--- config.mk ---
export PLATFORM = sky130hd
export DESIGN_NAME = fifo_wr_arbiter
export DESIGN_NICKNAME = d
export VERILOG_FILES = /design/src/rtl/fifo_wr_arbiter_pkg.sv /design/src/rtl/fifo_wr_arbiter_rr_pick.sv /design/src/rtl/fifo_wr_arbiter.sv
export SDC_FILE = /design/constraint.sdc
export NUM_CORES = 1
export LEC_CHECK = 0
export ABC_CLOCK_PERIOD_IN_PS = 3300
export CAP_MARGIN = 40
export CORE_MARGIN = 10
export CORE_UTILIZATION = 34
export DETAILED_ROUTE_END_ITERATION = 16
export DONT_BUFFER_PORTS = 1
export SYNTH_ARGS = -nofsm -noshare
export SYNTH_HDL_FRONTEND = slang
export SYNTH_SLANG_ARGS = --single-unit
--- constraint.sdc ---
create_clock -name clk -period 3.3 [get_ports clk]
set_input_delay 0.165 -clock clk [delete_from_list [all_inputs] [get_ports clk]]
set_output_delay 0.165 -clock clk [all_outputs]
set_load 0.01 [all_outputs]
--- src/rtl/fifo_wr_arbiter_pkg.sv ---
// Shared definitions for the round-robin FIFO write arbiter: FSM state
// encodings, burst counter width and an index-width helper.
package fifo_wr_arbiter_pkg;

    // Two-state arbiter FSM: waiting for requests, or serving one owner.
    typedef enum logic {
        ARB_IDLE  = 1'b0,
        ARB_BURST = 1'b1
    } arb_state_e;

    // Width of the per-grant beat counter (covers MAX_BURST up to 255).
    localparam int ARB_CNT_W = 8;

    // Bits needed to index n producers; never less than one bit.
    function automatic int idx_w(input int n);
        return (n > 1) ? $clog2(n) : 1;
    endfunction

endpackage

--- src/rtl/fifo_wr_arbiter_rr_pick.sv ---
// Combinational round-robin selector: rotates the request vector so the
// search starts just after the previous winner, takes the first set bit,
// and maps that position back to an absolute producer index.
module rr_pick
    import fifo_wr_arbiter_pkg::*;
#(
    parameter int N_REQ = 4,
    parameter int IDX_W = idx_w(N_REQ)
) (
    input  logic [N_REQ-1:0] req,
    input  logic [IDX_W-1:0] last,
    output logic [N_REQ-1:0] win_onehot,
    output logic [IDX_W-1:0] win_idx,
    output logic             any
);

    // pos[k] is the absolute producer checked at search priority k.
    logic [IDX_W-1:0] pos [N_REQ];
    logic [N_REQ-1:0] rot;
    logic             found;

    generate
        for (genvar gi = 0; gi < N_REQ; gi++) begin : g_rot
            assign pos[gi] = IDX_W'((int'(last) + 1 + gi) % N_REQ);
            assign rot[gi] = req[pos[gi]];
        end
    endgenerate

    // Priority search over the rotated vector, then rotate the result back.
    always_comb begin
        win_onehot = '0;
        win_idx    = '0;
        found      = 1'b0;
        any        = |rot;
        for (int k = 0; k < N_REQ; k++) begin
            if (!found && rot[k]) begin
                found   = 1'b1;
                win_idx = pos[k];
            end
        end
        win_onehot[win_idx] = found;
    end

endmodule

--- src/rtl/fifo_wr_arbiter.sv ---
// Round-robin write-port arbiter: shares one FIFO write port among N_REQ
// producers, granting bursts of at most MAX_BURST accepted beats and never
// writing while fifo_full is high. Each burst ends with one IDLE cycle.
module fifo_wr_arbiter
    import fifo_wr_arbiter_pkg::*;
#(
    parameter int N_REQ     = 4,
    parameter int DATA_W    = 8,
    parameter int MAX_BURST = 4
) (
    input  logic                    clk,
    input  logic                    rst,
    input  logic [N_REQ-1:0]        req,
    input  logic [N_REQ*DATA_W-1:0] req_data,
    input  logic                    fifo_full,
    output logic [N_REQ-1:0]        gnt,
    output logic [N_REQ-1:0]        ack,
    output logic                    fifo_we,
    output logic [DATA_W-1:0]       fifo_wdata,
    output logic                    busy
);

    localparam int IDX_W = idx_w(N_REQ);
    localparam logic [ARB_CNT_W-1:0] LAST_BEAT = ARB_CNT_W'(MAX_BURST - 1);

    arb_state_e           state_q, state_d;
    logic [N_REQ-1:0]     gnt_q, gnt_d;
    logic [IDX_W-1:0]     last_q, last_d;
    logic [ARB_CNT_W-1:0] beat_cnt_q, beat_cnt_d;

    logic [N_REQ-1:0]     win_onehot;
    logic [IDX_W-1:0]     win_idx;
    logic                 win_any;

    // In BURST the owner is always last_q, since last_q records the winner.
    logic                 owner_req;
    logic [DATA_W-1:0]    owner_data;
    logic                 accept;

    rr_pick #(
        .N_REQ (N_REQ),
        .IDX_W (IDX_W)
    ) u_pick (
        .req        (req),
        .last       (last_q),
        .win_onehot (win_onehot),
        .win_idx    (win_idx),
        .any        (win_any)
    );

    assign owner_req  = req[last_q];
    assign owner_data = req_data[int'(last_q)*DATA_W +: DATA_W];

    // Next-state, grant rotation, beat counting and write-port muxing.
    always_comb begin
        state_d    = state_q;
        gnt_d      = gnt_q;
        last_d     = last_q;
        beat_cnt_d = beat_cnt_q;
        accept     = 1'b0;
        fifo_we    = 1'b0;
        ack        = '0;
        fifo_wdata = '0;
        unique case (state_q)
            ARB_IDLE: begin
                if (win_any) begin
                    state_d    = ARB_BURST;
                    gnt_d      = win_onehot;
                    last_d     = win_idx;
                    beat_cnt_d = '0;
                end
            end
            ARB_BURST: begin
                accept     = owner_req & ~fifo_full;
                fifo_we    = accept;
                ack        = accept ? gnt_q : '0;
                fifo_wdata = owner_data;
                if (!owner_req) begin
                    // Owner released early: give up the port, no write.
                    state_d = ARB_IDLE;
                    gnt_d   = '0;
                end else if (accept) begin
                    beat_cnt_d = beat_cnt_q + ARB_CNT_W'(1);
                    if (beat_cnt_q == LAST_BEAT) begin
                        state_d = ARB_IDLE;
                        gnt_d   = '0;
                    end
                end
                // Owner requesting but FIFO full: stall with count held.
            end
            default: begin
                state_d = ARB_IDLE;
                gnt_d   = '0;
            end
        endcase
    end

    // State register; reset parks last on N_REQ-1 so producer 0 wins first.
    always_ff @(posedge clk) begin
        if (rst) begin
            state_q    <= ARB_IDLE;
            gnt_q      <= '0;
            last_q     <= IDX_W'(N_REQ - 1);
            beat_cnt_q <= '0;
        end else begin
            state_q    <= state_d;
            gnt_q      <= gnt_d;
            last_q     <= last_d;
            beat_cnt_q <= beat_cnt_d;
        end
    end

    assign gnt  = gnt_q;
    assign busy = (state_q == ARB_BURST);

endmodule
After elaboration in Yosys (flattened, before gate mapping):

Index checks and enable logic that the tools add are counted.

* bits in registers: 15
* input bits: 39
* output and inout bits: 18
* word-level logic and storage cells: 76

* $add $sub $neg: 5
* order comparisons: 7
* equal/unequal tests: 6
* shift operators: 1
* multiplexer cells: 38
* bitwise logic cells: 4
* reductions and logical operators: 11

Operator list (number)
* 8-bit 2-to-1 mux: 4
* 32-bit by 6-bit variable part select with 8-bit output: 1
* 4-bit 2-to-1 mux: 6
* 2-bit by 3-bit less-than comparator with 1-bit output, second input constant: 6
* 8-bit one-hot mux with 2 select lines: 1
* 1-bit 2-to-1 mux: 15
* 1-bit binary-select mux with 2-bit select: 5
* 8-bit by 1-bit adder with 8-bit output, second input constant: 1
* 8-bit by 2-bit == test with 1-bit output, second input constant: 1
* 2-bit 2-to-1 mux: 4
* 4-bit one-hot mux with 2 select lines: 1
* 2-bit by 1-bit inequality test with 1-bit output, second input constant: 3
* 3-bit by 2-bit inequality test with 1-bit output, second input constant: 2
* 3-bit AND reduction: 2
* 2-bit by 1-bit adder with 2-bit output, second input constant: 2
* 2-bit adder, second input constant: 2
* 4-bit bitwise AND: 1
* 1-bit logical AND: 4
* 4-bit OR reduction: 1
* 1-bit logical NOT: 3
* 1-bit demux with 2-bit select: 1
* 2-bit by 1-bit greater-or-equal comparator with 1-bit output, second input constant: 1
* 1-bit inverter: 2
* 1-bit one-hot mux with 2 select lines: 1
* other kinds (2): 2

Longest topological paths before layout:

Gate-level depths: netlist (run 1).

* depth in word-level cells: 20
* mapped depth: 6
* depth with buffers taken out: 5

Hierarchy:

A second synthesis (run 1) with hierarchy kept.

* cell total of the unflattened synthesis: 147
* area total of the unflattened synthesis: 1252.5 um^2

By module, submodules not included
* fifo_wr_arbiter: instances 1, cells an instance 113, area an instance 1029.7 um^2, sequential area each 300.3 um^2
* rr_pick: instances 1, cells an instance 34, area an instance 222.7 um^2, sequential area each 0.0 um^2

Worst setup path after synthesis (run 1):

OpenSTA, ideal clock, no wires.

* path type: register to register
* from: register beat_cnt_q[0]
* to: register gnt_q[2] (netlist: gnt[2])
* setup time: 0.117 ns
* data arrival time: 1.478 ns
* data required time: 3.183 ns
* path slack: 1.705 ns
* cell stages (with the launch flop): 6
* path buffers: 0
* period minus slack after synthesis: 1.595 ns
* cells stage by stage: dfxtp_1 -> ha_1 -> or4b_1 -> o211ai_2 -> a21oi_2 -> a22o_1

* cells in the longest elaborated chain, start to end: 3

Ends and longest elaborated chain
* start: declaration: RTL line fifo_wr_arbiter.sv:29 `logic [ARB_CNT_W-1:0] beat_cnt_q, beat_cnt_d;`
* start signal: assignment: RTL line fifo_wr_arbiter.sv:109 `beat_cnt_q <= beat_cnt_d;`
* 8-bit by 2-bit == test with 1-bit output: RTL line fifo_wr_arbiter.sv:84 `if (beat_cnt_q == LAST_BEAT) begin`
* 3-bit by 2-bit inequality test with 1-bit output (no line)
* 3-bit AND reduction (no line)
* end signal: assignment: RTL line fifo_wr_arbiter.sv:107 `gnt_q <= gnt_d;`
* end: declaration: RTL line fifo_wr_arbiter.sv:27 `logic [N_REQ-1:0] gnt_q, gnt_d;`

Every way passes these cells.
A chain may end at the register's enable or synchronous reset.

Worst setup path in the final report (run 1):

* from: register last_q[1]
* to: output ack[0]

* cells in the longest elaborated chain, start to end: 5

Ends and longest elaborated chain
* start: declaration: RTL line fifo_wr_arbiter.sv:28 `logic [IDX_W-1:0] last_q, last_d;`
* start signal: assignment: RTL line fifo_wr_arbiter.sv:103 `last_q <= IDX_W'(N_REQ - 1);`
* start signal: assignment: RTL line fifo_wr_arbiter.sv:108 `last_q <= last_d;`
* 1-bit binary-select mux with 2-bit select: RTL line fifo_wr_arbiter.sv:51 `assign owner_req = req[last_q];`
* 1-bit 2-to-1 mux (implied by the code): RTL line fifo_wr_arbiter.sv:51
* 1-bit bitwise AND: RTL line fifo_wr_arbiter.sv:74 `accept = owner_req & ~fifo_full;`
* 4-bit 2-to-1 mux: RTL line fifo_wr_arbiter.sv:76 `ack = accept ? gnt_q : '0;`
* 4-bit 2-to-1 mux: RTL line fifo_wr_arbiter.sv:64 `unique case (state_q)`
* end: declaration: RTL line fifo_wr_arbiter.sv:17 `output logic [N_REQ-1:0] ack,`

Every way passes these cells. The select of a mux whose other input is x is not followed.

==> results of run 1 <==
-- layer usage --
layer / up-vias / part of all wire [%]
li1: 402 / -
met1: 413 / 34
met2: 35 / 53
met3: 4 / 11
met4: 0 / 0.99
met5: - / 0
-- sequential cells by signal, summed over array words and instances, names as in the netlist --
| name | count |
|---|---|
| beat_cnt_q | 8 |
| busy | 1 |
| gnt | 4 |
| last_q | 2 |
-- through the flow --
step / power [mW] / cell area, sq um / cells / hold slack, ns
2_1_floorplan: 0.317 / 1060 / 106 / 0.234
6_report: 0.430 / 1100 / 138 / 0.0551
3_3_place_gp: 0.324 / 1060 / 133 / 0.241
5_1_grt: 0.454 / 1100 / 138 / 0.0649
3_5_place_dp: 0.328 / 1060 / 133 / 0.243
4_1_cts: 0.435 / 1100 / 138 / 0.0433
-- critical path, stage by stage, from the launching register on --
cell	delay (ns)
dfxtp_1	0.72
mux4_2	0.72
and3_1	0.26
-- kinds of logic (layout without fill, tap and decap cells) --
group           count (synthesis)  in the layout
simple gates                   51             51
xor+xnor                        5              5
buf+inv                         8              7
flops                          15             15
fa+ha+maj                       1              1
compound gates                 16             16
mux                            10             10
-- worst min-delay path by stage --
| stage | from | end | slack (ns) | cells after the start |
|---|---|---|---|---|
| 2_1_floorplan | rst | busy$_SDFF_PP0_ | 0.23 | 1 |
| 3_3_place_gp | rst | beat_cnt_q[1]$_SDFFE_PP0P_ | 0.24 | 1 |
| 3_5_place_dp | rst | busy$_SDFF_PP0_ | 0.24 | 1 |
| 4_1_cts | rst | last_q[0]$_SDFFE_PP1P_ | 0.04 | 2 |
| 5_1_grt | rst | last_q[0]$_SDFFE_PP1P_ | 0.06 | 2 |
| 6_report | rst | last_q[0]$_SDFFE_PP1P_ | 0.06 | 2 |
-- layout by cell type, fill, tap and decap left out, types with 2 or more instances in the layout --
master     netlist  layout
inv_1            2       2
xor2_1           2       2
nand4_1          2       2
xnor2_1          3       3
clkbuf_4         0       3
and4bb_1         3       3
a22o_1           2       2
and2_1           9       9
nor2_1           8       8
nand3b_1         3       3
and3_1           6       6
nor3b_1          2       2
or3_1            3       3
a21oi_1          3       3
o2bb2ai_1        2       2
dfxtp_1         15      15
mux4_2           9       9
nand2b_1         3       3
nand2_1          5       5
-- power groups by stage --
stage	registers [mW]	logic (mW)	clock network, mW
after CTS	0.221	0.105	0.110
after global routing	0.225	0.112	0.118
after global placement	0.224	0.100	0
final	0.220	0.104	0.107
after detailed placement	0.225	0.103	0
after floorplan	0.204	0.114	0
-- area by class of cell --
class / count / area (sq um) / area share [%]
Multi-Input combinational cell: 83 / 709 / 64.7
Sequential cell: 15 / 300 / 27.4
Tap cell: 33 / 41.3 / 3.77
Clock buffer: 3 / 22.5 / 2.05
Timing Repair Buffer: 1 / 10.0 / 0.913
Inverter: 2 / 7.51 / 0.685
Clock inverter: 1 / 5.00 / 0.457
==> flow_summary.toml, run 1 <==
[status]
outcome = "finished clean"

[clocking]
ctsResizeCount = 0
worstSkewPairLatency_ns = 0.29
htreeDepth = 1
cts_setup_buffers = 0
clockBufferDepth = 2
cts.sinks = 15
cts_root_buf = "clkbuf_4"
cts_buffers = 3
cts_tree = "built"
cts.hold.buffers_added = 1
path_clk_slew_ns = 0.09

[layout]
antenna_cells = 0
nNetsFinal = 146
area_growth_pct = 3.79
fin_util_pct = 36.5
drive_gt1_share_pct = 14.3
fill_cells = 310

[sta]
fin_tns_setup_ns = 0
slew_headroom_pct = 55.2
fin_skew_ns = 0.00271
fmax_mhz = 463
drv_slew = 0
fin_ws_ns = 1.14
finalHoldViolCount = 0
tightestPinTransition_ns = 0.671
rsz0062_at_grt = "false"
fin_crit_sh_pct = 65.4
finalSetupViolCount = 0
period_needed_ns = 2.16

[setup_path]
r2r-end = "beat_cnt_q[0]$_SDFFE_PP0P_"
ff2ff_path_depth = 4
regToRegSetupSlack_ns = 1.15
crit_arrival_ns = 1.99
critPathLaunchType = "flop"
critPathLaunch = "last_q[1]$_SDFFE_PP1P_"
required_ns = 3.13
cp_max_fo = 16
r2r-start = "last_q[1]$_SDFFE_PP1P_"
crit_end = "ack[0]"
end_kind = "primary output"
path_class = "flop to primary output"

[floorplan]
die_x_um = 75.7
core_sq_um = 3000
die_area_sq_um = 5740
row_count = 20
initial_core_util_pct = 35.2
die_h_um = 75.7
io_pins = 57

[power]
p_clk_share_pct = 24.8
switching_share_pct = 31.7
power_switching_uw = 136
power_density_nw_per_um2 = 392
seqPwrFrac_pct = 51.1
leakagePower_nw = 0.419
combPwrFrac_pct = 24.1
internal_power_uw = 294
ir_worst_vdd_mv = 0.193

[global_routing]
grt_pass1_wl_um = 4530
grt_pass1_vias = 892
grt_max_degree = 17
use_met2_pct = 19.7
use_met3_pct = 4.95
grt_overflow = 0
busiest_layer = "met2"
grt_util_met1_pct = 9.39
grt_usage_pct = 10.5
antenna_found_initial = 0

[logic_synthesis]
yosys.area.top_type = "dfxtp_1"
syn_nets = 146
synth_area_per_cell_sq_um = 9.96
ys_seq_area_share_pct = 28.4
dominantRegCellSynth = "dfxtp_1"
netlist_area_sq_um = 1060
synthCells = 106
ys_async_sr_fraction_pct = 0
synth_common_cells = "dfxtp_1 (15), and2_1 (9), mux4_2 (9)"
synth_top_family_by_area = "simple AND/OR/NAND/NOR gates"
synth_warnings = 0
synth-edff-count = 0
synthTopCellsByArea = "dfxtp_1 (28%), mux4_2 (19%), and2_1 (5.3%)"
synth-simple-area-share_pct = 29.7
synthMuxAreaShare_pct = 20.1
synthXorXnorAreaFrac_pct = 4.15
yosysTopAreaCellShare_pct = 28.4
synth-compound-area-share_pct = 12.0
synth-adder-area-share_pct = 1.18
synth_cell_types = 39
ys_ff_latch = 15
synth_most_common_cell = "dfxtp_1"

[detailed_routing]
drtAntennaViolNets = 0
vias = 854
wl_per_cell_um = 21.2
drt_pre_antenna_iters = 4
drt_first_iter_violations = 38
wl_um = 2920
viasPerCell = 6.19
drc = 0

[placed_design]
dp_slack_ns = 1.16
dp_hpwl_um = 2360
gp_congestion = 0.717
port_buffers = 0

[worst_hold_path]
hold_path.class = "primary input to flop"

[flow_run]
max_cap_violations = 0
Note: power is estimated with default switching activity, not from simulation.
==> inputs of run 2 (changes only) <==
--- a/config.mk
+++ b/config.mk
@@ -5,7 +5,7 @@
 export SDC_FILE = /design/constraint.sdc
 export NUM_CORES = 1
 export LEC_CHECK = 0
-export ABC_CLOCK_PERIOD_IN_PS = 3300
+export ABC_CLOCK_PERIOD_IN_PS = 1900
 export CAP_MARGIN = 40
 export CORE_MARGIN = 10
 export CORE_UTILIZATION = 34
==> constraint.sdc (replaced) <==
create_clock -name clk -period 1.9 [get_ports clk]
set_input_delay 0.095 -clock clk [delete_from_list [all_inputs] [get_ports clk]]
set_output_delay 0.095 -clock clk [all_outputs]
set_load 0.01 [all_outputs]
==> run 2 against run 1 <==
  * Total power rose by 77%
  * Global-route usage rose by 0.22 points
  * Non-clock buffer count rose by 4
  * Sequential power rose by 60%
  * Critical path depth rose by 3
  * Count of clock-buffer cells in the layout did not move
  * Flip-flop and latch count did not move
  * First-iteration DRC count fell by 24%
  * Core utilization rose by 1.0 points
  * Hold slack got worse by 0.046 ns
  * Final cell count rose by 2.9%
==> flow_summary.toml, run 2 (synthesized netlist as in run 1, its figures left out) <==
[floorplan]
core_sq_um = 3000
die_area_sq_um = 5740
die_x_um = 75.7
io_pins = 57
row_count = 20
initial_core_util_pct = 35.2
die_h_um = 75.7

[layout]
antenna_cells = 0
largest_register_ffs = 8
fin_cells = 142
area_growth_pct = 6.64
regMostFlops = "beat_cnt_q"
drive_gt1_share_pct = 17.4
layout_common_cells = "dfxtp_1 (15), mux4_2 (9), and2_1 (9)"
final_common_cell = "dfxtp_1"
fill_cells = 308
nNetsFinal = 150

[detailed_routing]
drt_first_iter_violations = 29
route.met2.wl_um = 1550
vias = 854
routed-wl-met3_um = 282
wl_um = 2900
wirelength_met1_um = 1040
drc = 0
drt_pre_antenna_iters = 4
top_layer = "met4"
viasPerCell = 6.01
wl_per_cell_um = 20.4
drtAntennaViolNets = 0

[global_routing]
grt_pass1_wl_um = 4750
antenna_found_initial = 0
grt_max_degree = 16
grt_overflow = 0
grt_usage_pct = 10.7
grt_pass1_vias = 921

[power]
p_clk_share_pct = 24.3
combPwrFrac_pct = 29.3
switching_share_pct = 31.4
power_switching_uw = 239
leakagePower_nw = 0.438
ir_worst_vdd_mv = 0.335
power_density_nw_per_um2 = 675
seqPwrFrac_pct = 46.4
internal_power_uw = 521

[clocking]
clockBufferDepth = 2
cts_tree = "built"
path_clk_slew_ns = 0.09
cts_root_buf = "clkbuf_4"
worstSkewPairLatency_ns = 0.29
cts.hold.buffers_added = 1
cts_buffers = 3
htreeDepth = 1
ctsResizeCount = 0
cts_setup_buffers = 0
cts.sinks = 15

[setup_path]
end_kind = "flop"
critPathLaunchType = "flop"
cp_top_family = "compound AO/OA/AOI/OAI gates"
required_ns = 2.08
critPathBufInv = 0
cpMaxStageDelayCell = "or4b_1"
cp_max_fo = 4
path_class = "flop to flop"
critPathMaxStageDelay_ns = 0.46
crit_arrival_ns = 1.92
path_cells = "ha_1 -> or4b_1 -> o211ai_2 -> a21oi_2 -> a22o_1"

[placed_design]
gp_congestion = 0.763
port_buffers = 0
dp.cells = 137
dp_hpwl_um = 2400

[sta]
period_needed_ns = 1.74
finalSetupViolCount = 0
fin_skew_ns = 0.00652
tightestPinTransition_ns = 0.350
slew_headroom_pct = 76.5
drv_slew = 0
finalHoldViolCount = 0
rsz0062_at_grt = "false"
fin_tns_setup_ns = 0
fin_crit_sh_pct = 91.4
fmax_mhz = 576

[worst_hold_path]
hold_path.class = "primary input to flop"

[flow_run]
max_cap_violations = 0

[status]
outcome = "finished clean"
[run 2: routing by layer]
metal | global-route usage (%) | up-vias
li1 | - | 410
met1 | 10.9 | 403
met2 | 19.9 | 36
met3 | 3.91 | 5
met4 | 3.09 | 0
met5 | 0 | -
[run 2: layout make-up]
| type | count | area [sq um] | share of cell area, % |
|---|---|---|---|
| inverters | 2 | 7.51 | 0.667 |
| clock buffers | 3 | 22.5 | 2.00 |
| flip-flops and latches | 15 | 300 | 26.7 |
| repair buffers | 5 | 40.0 | 3.56 |
| multi-input cells | 83 | 709 | 63.0 |
| well taps | 33 | 41.3 | 3.67 |
| clock inverters | 1 | 5.00 | 0.444 |
[run 2: per-stage QoR]
stage	total power [mW]	hold slack (ns)	setup WS (ns)	cell area [sq um]	util, %
after floorplan	0.551	0.164	0.305	1060	-
after global placement	0.577	0.170	0.243	1090	36.3
after detailed placement	0.584	0.168	0.175	1090	36.3
after CTS	0.769	0.00626	0.154	1130	37.5
after global routing	0.809	0.0138	0.0586	1130	37.5
final	0.760	0.00898	0.162	1130	37.5
[run 2: path summary, 6_finish.rpt]
kind | slack (ns) | depth (start not counted) | from | endpoint
setup reg to reg | 0.16 | 5 | beat_cnt_q[0]$_SDFFE_PP0P_ | gnt[2]$_SDFFE_PP0P_
setup / recovery | 0.16 | 5 | beat_cnt_q[0]$_SDFFE_PP0P_ | gnt[2]$_SDFFE_PP0P_
hold reg to reg | 0.54 | 2 | beat_cnt_q[7]$_SDFFE_PP0P_ | beat_cnt_q[7]$_SDFFE_PP0P_
hold / removal | 0.009 | 2 | rst | gnt[0]$_SDFFE_PP0P_
[run 2: power by group through the flow]
stage | clock network, mW | logic (mW) | registers, mW
6_report | 0.185 | 0.223 | 0.352
5_1_grt | 0.206 | 0.246 | 0.357
4_1_cts | 0.188 | 0.227 | 0.354
3_5_place_dp | 0 | 0.223 | 0.361
3_3_place_gp | 0 | 0.218 | 0.359
2_1_floorplan | 0 | 0.197 | 0.354
